$ cat config.mk
export PLATFORM = sky130hd
export DESIGN_NAME = read_buffer
export DESIGN_NICKNAME = d
export VERILOG_FILES = /design/src/rtl/read_buffer_pkg.sv /design/src/rtl/read_buffer.sv
export SDC_FILE = /design/constraint.sdc
export NUM_CORES = 1
export LEC_CHECK = 0
export ABC_CLOCK_PERIOD_IN_PS = 7700
export BUFFER_PORTS_ARGS = -buffer_cell sky130_fd_sc_hd__buf_4
export CAP_MARGIN = 25
export CORE_AREA = 10 10 225 227
export CTS_CLUSTER_SIZE = 8
export DETAILED_ROUTE_END_ITERATION = 10
export DIE_AREA = 0 0 235 237
export PLACE_DENSITY = 0.76
export SLEW_MARGIN = 20
export SYNTH_ARGS = -nofsm -noshare
export SYNTH_HDL_FRONTEND = slang
export SYNTH_SLANG_ARGS = --single-unit
$ cat constraint.sdc
create_clock -name clk -period 7.7 [get_ports clk]
set_clock_uncertainty 0.05 [all_clocks]
set_input_delay 1.155 -clock clk [delete_from_list [all_inputs] [get_ports clk]]
set_output_delay 1.155 -clock clk [all_outputs]
set_load 0.03 [all_outputs]
$ cat src/rtl/read_buffer_pkg.sv
// -----------------------------------------------------------------------------
// read_buffer_pkg
// Shared constants and types for the read_buffer block.
//   LINE_WIDTH  : default width of one memory line in bits
//   WORD_WIDTH  : default width of one emitted slice in bits
//   IDX_WIDTH   : width of the base/bounds/index fields
//   state_t     : IDLE / BUSY state encoding
//   clamp_bound : min(bounds, slice count) used when a line is captured
// -----------------------------------------------------------------------------
package read_buffer_pkg;

   localparam int LINE_WIDTH = 512;
   localparam int WORD_WIDTH = 64;
   localparam int IDX_WIDTH  = 8;

   typedef enum logic {
      ST_IDLE = 1'b0,
      ST_BUSY = 1'b1
   } state_t;

   // Requests past the end of the line are trimmed to the number of slices.
   function automatic logic [IDX_WIDTH-1:0] clamp_bound(
      input logic [IDX_WIDTH-1:0] bounds,
      input logic [IDX_WIDTH-1:0] n_slices
   );
      return (bounds > n_slices) ? n_slices : bounds;
   endfunction

endpackage

$ cat src/rtl/read_buffer.sv
// -----------------------------------------------------------------------------
// read_buffer
// Captures one FULL_WIDTH memory line and streams it out WIDTH bits at a time,
// MSB-first, from slice index `base` up to (not including) `bounds`.
//
// Ports
//   clk       : clock, all state changes on the rising edge
//   rst       : synchronous active-high reset
//   rready    : a line is presented on rdata this cycle (captured on the edge)
//   rdata     : memory line, slice 0 is the top WIDTH bits
//   odata_req : consumer can take a slice this cycle
//   base      : first slice index to emit (sampled with rready)
//   bounds    : one past the last slice index to emit (sampled with rready)
//   oready    : odata holds a valid slice that is consumed this cycle
//   odata     : current slice
// -----------------------------------------------------------------------------
module read_buffer
   import read_buffer_pkg::*;
#(
   parameter int FULL_WIDTH = LINE_WIDTH,
   parameter int WIDTH      = WORD_WIDTH
) (
   input  logic                  clk,
   input  logic                  rst,
   input  logic                  rready,
   input  logic [FULL_WIDTH-1:0] rdata,
   input  logic                  odata_req,
   input  logic [IDX_WIDTH-1:0]  base,
   input  logic [IDX_WIDTH-1:0]  bounds,
   output logic                  oready,
   output logic [WIDTH-1:0]      odata
);

   // Slice count per line; assumed to fit the 8-bit index fields.
   localparam logic [IDX_WIDTH-1:0] N_SLICES  = IDX_WIDTH'(FULL_WIDTH / WIDTH);
   localparam int                   SEL_WIDTH = $clog2(FULL_WIDTH);

   state_t                r_state;
   logic [IDX_WIDTH-1:0]  r_idx;
   logic [IDX_WIDTH-1:0]  r_bound;
   logic [FULL_WIDTH-1:0] r_line;

   logic                  w_active;
   logic                  w_last;
   logic [SEL_WIDTH-1:0]  w_msb;
   logic [WIDTH-1:0]      w_slice;

   // A slice is pending only while busy and the index is still inside the range.
   assign w_active = (r_state == ST_BUSY) && (r_idx < r_bound);
   assign w_last   = (r_idx == (r_bound - 8'd1));
   assign oready   = w_active && odata_req;
   assign odata    = w_slice;

   // NOTE: every signal assigned in this block gets a default first, so no
   // path leaves it unassigned and no latch is inferred.
   always_comb begin
      w_msb   = '0;
      w_slice = '0;
      // Guard keeps the part-select inside the line once idx has run off the end.
      if (r_idx < N_SLICES) begin
         w_msb   = SEL_WIDTH'(FULL_WIDTH - 1 - int'(r_idx) * WIDTH);
         w_slice = r_line[w_msb -: WIDTH];
      end
   end

   // NOTE: sequential state uses non-blocking assignments so every register
   // samples the pre-edge values regardless of statement order.
   always_ff @(posedge clk) begin
      if (rst) begin
         // NOTE: the wide line register is reset as well, because odata must
         // read zero after reset rather than stale data.
         r_state <= ST_IDLE;
         r_idx   <= '0;
         r_bound <= '0;
         r_line  <= '0;
      end else if (rready) begin
         // A new line always wins, dropping whatever remained of the old one.
         r_line  <= rdata;
         r_idx   <= base;
         r_bound <= clamp_bound(bounds, N_SLICES);
         r_state <= ST_BUSY;
      end else if (r_state == ST_BUSY) begin
         if (!w_active) begin
            // Empty range (bound <= base): nothing to emit.
            r_state <= ST_IDLE;
         end else if (oready) begin
            r_idx <= r_idx + 8'd1;
            if (w_last) begin
               r_state <= ST_IDLE;
            end
         end
      end
   end

endmodule

==> metrics.txt <==
dominant cells by area after synthesis=dfxtp_1, mux2i_1, mux4_2; crit path max fanout=95; flops & latches, synth=529; Yosys Warn Count=0; Yosys top cell by area=dfxtp_1; antenna violations before repair=21; Post-synth EDFFs=0; synth cell count leaders=nor2_1, mux2i_1, dfxtp_1; vias in the first global route=18800; CTS H-tree lvls=3; Die X=235 µm; maximum VDD drop=184 µV; Post-DRT Antenna Nets=0; share of layout cells above drive strength 1=31.6%; met3 Track Usage GR=7.04%; largest net degree at the start of global routing=239; Crit-path slowest cell=dfxtp_4; Routed Wire Length=73.3 mm; Filler cells=3559; CTS Hold Bufs=0; distinct cell type count after synthesis=44; Fin Setup TNS=0 ns; vias per cell=5.55; hold crit path type=flip-flop to flip-flop; CTS tree=built; worst-path cell chain=buf_12 -> inv_1 -> ha_1 -> nor2b_1 -> o211ai_1 -> a21oi_2 -> nor2_1 -> buf_4; Cell Rows=79; Cell Area, Synth=23000 µm²; crit path DAT=3.40 ns; RSZ-0062 raised after global routing=no; post-synthesis async set-or-reset flop share=0%; Post-Synthesis Cells=2106; Max Cap Viol=0; syn_area_per_cell=10.9 µm²; Worst-Margin Slew=1.06 ns; die height=237 µm; crit-path leading delay family=buffers and inverters; fin util=64.6%; CP Capture Type=primary output; crit path kind=flip-flop to primary output; number of remaining DRC errors=0; Layout area overhead=29.5%; HPWL Detailed=52.5 mm; Lkg Pwr=13.7 nW; WL/cell=22.5 µm; Most used DFF post-synth=dfxtp_1; Clock Path Buffers=3; required time of the critical path=6.49 ns; global-route wire length before repair=110 mm; crit path launch type=flip-flop; Setup-failing EPs final=0; die area=55700 µm²; fmax=217 MHz; final-report hold violation count=0; # port buffers=596; clk root buf=clkbuf_16; top-level port count=597; max incr delay on CP=0.90 ns; gr ovfl total=0; relative slew slack=29.1%; count leader, synth=nor2_1; post-synth top area share=46.0%; Final min period=4.60 ns; met2 usage=42.6%; CTS clock-pin slew for the worst setup and hold paths=0.05 ns; status=completed; CTS-repair resized insts=0; Setup Buffers After CTS=0; GPL Wtd Cong=0.876; Power Density=232 nW/µm²; DRT Pass-1 Iters=5; GRT Util Overall=25.0%; Initial Util=49.9%; 1st-iter DRT viols=1159; Clk Latency, worst-skew pair=0.60 ns; CP bufs+invs=3; fin crit share=59.8%; Syn Nets=2648; Num CTS Buffers=76; met1 Track Usage GR=28.8%; # clock sinks=529; sequential share of the synthesized area=46.0%; grt peak-use layer=met2; routed via count=18100; Core Area=46200 µm²; Total Nets Final=3173; Slew Viols, Final=0
==> cell type report <==
type                    instances  area (µm²)  area share [%]
inverters                      16        60.1           0.202
clock inverters                 7        61.3           0.206
well taps                     607         759            2.55
flip-flops and latches        529       10600            35.6
diodes                         19        47.5           0.160
repair buffers                613        4690            15.8
multi-input cells            1395       11600            39.1
clock buffers                  79        1930            6.49
==> where the power goes <==
group	leakage [nW]	switching [mW]	internal, mW
Clock	0.983	1.16	1.76
Sequential	4.37	0.112	2.91
Combinational	8.31	0.447	0.518
==> state kept, by name (all words and copies together), names as in the netlist <==
name	count
r_line	512
r_bound	8
r_idx	8
r_state	1
==> worst register-to-register path, cell delays in order (launching register included) <==
cell and delay (ns):
dfxtp_4 0.90, buf_12 0.66, inv_1 0.13, ha_1 0.32
a2111oi_0 0.29, o2111ai_1 0.17, nor4b_1 0.34, a211oi_1 0.13
==> routing by layer <==
layer | routed length (µm) | vias to the layer above
met5 | 35 | -
met4 | 2650 | 6
met3 | 5030 | 143
met2 | 37000 | 631
met1 | 28600 | 8950
li1 | - | 8401
==> path summary, 6_finish.rpt <==
path / slack, ns / start / cells after the start / endpoint
worst max-delay path: 3.10 / r_idx[0] / 8 / oready
worst min-delay path: 0.43 / r_bound[7] / 2 / r_bound[7]
worst max register to register: 4.54 / r_idx[0] / 7 / r_state
worst min register to register: 0.43 / r_bound[7] / 2 / r_bound[7]
==> placed cells by master (no fill, tap or decap), types with 2 or more instances in the layout <==
master / Yosys / final
a21oi_1: 4 / 4
a21o_1: 2 / 2
nand3_1: 2 / 2
a2111oi_0: 3 / 3
buf_8: 0 / 2
buf_16: 0 / 2
a311oi_1: 6 / 6
nor4_1: 5 / 5
inv_1: 15 / 15
buf_4: 2 / 606
and4_1: 2 / 2
mux2i_1: 576 / 576
nand4_1: 4 / 4
clkbuf_1: 86 / 2
inv_6: 0 / 6
ha_1: 10 / 10
nor2b_1: 4 / 4
nor3_1: 10 / 10
o21ai_0: 2 / 2
clkbuf_16: 0 / 77
or3_1: 2 / 2
a211oi_1: 6 / 6
mux4_2: 128 / 128
a22oi_1: 3 / 3
dfxtp_1: 529 / 526
diode_2: 0 / 19
nor2_1: 588 / 588
buf_12: 0 / 3
o21bai_1: 2 / 2
o31ai_1: 3 / 3
dfxtp_4: 0 / 3
nand2_1: 8 / 7
xor2_1: 3 / 3
or4_1: 4 / 4
xnor2_1: 5 / 5
==> logic make-up after synthesis <==
group                      Yosys count  synth area share, %
AOI/OAI and AO/OA                   40                 1.44
xor gates and xnor gates             8                0.304
adders and majority gates           10                0.544
buffers and inverters              182                 3.39
DFF                                529                 46.0
muxes                              704                 37.6
and+or+nand+nor                    633                 10.7
==> metrics by stage <==
step	instances	area (µm²)	power [mW]	setup slack [ns]	hold WS, ns
6_report	3265	29800	6.90	3.10	0.431
5_1_grt	3263	29800	7.15	2.85	0.457
4_1_cts	3244	29700	6.95	3.01	0.436
3_5_place_dp	3158	27700	4.03	3.62	0.426
3_3_place_gp	3158	27700	4.00	3.68	0.416
2_1_floorplan	2106	23000	3.63	4.37	0.400
Power figures use the tool's default switching activity.
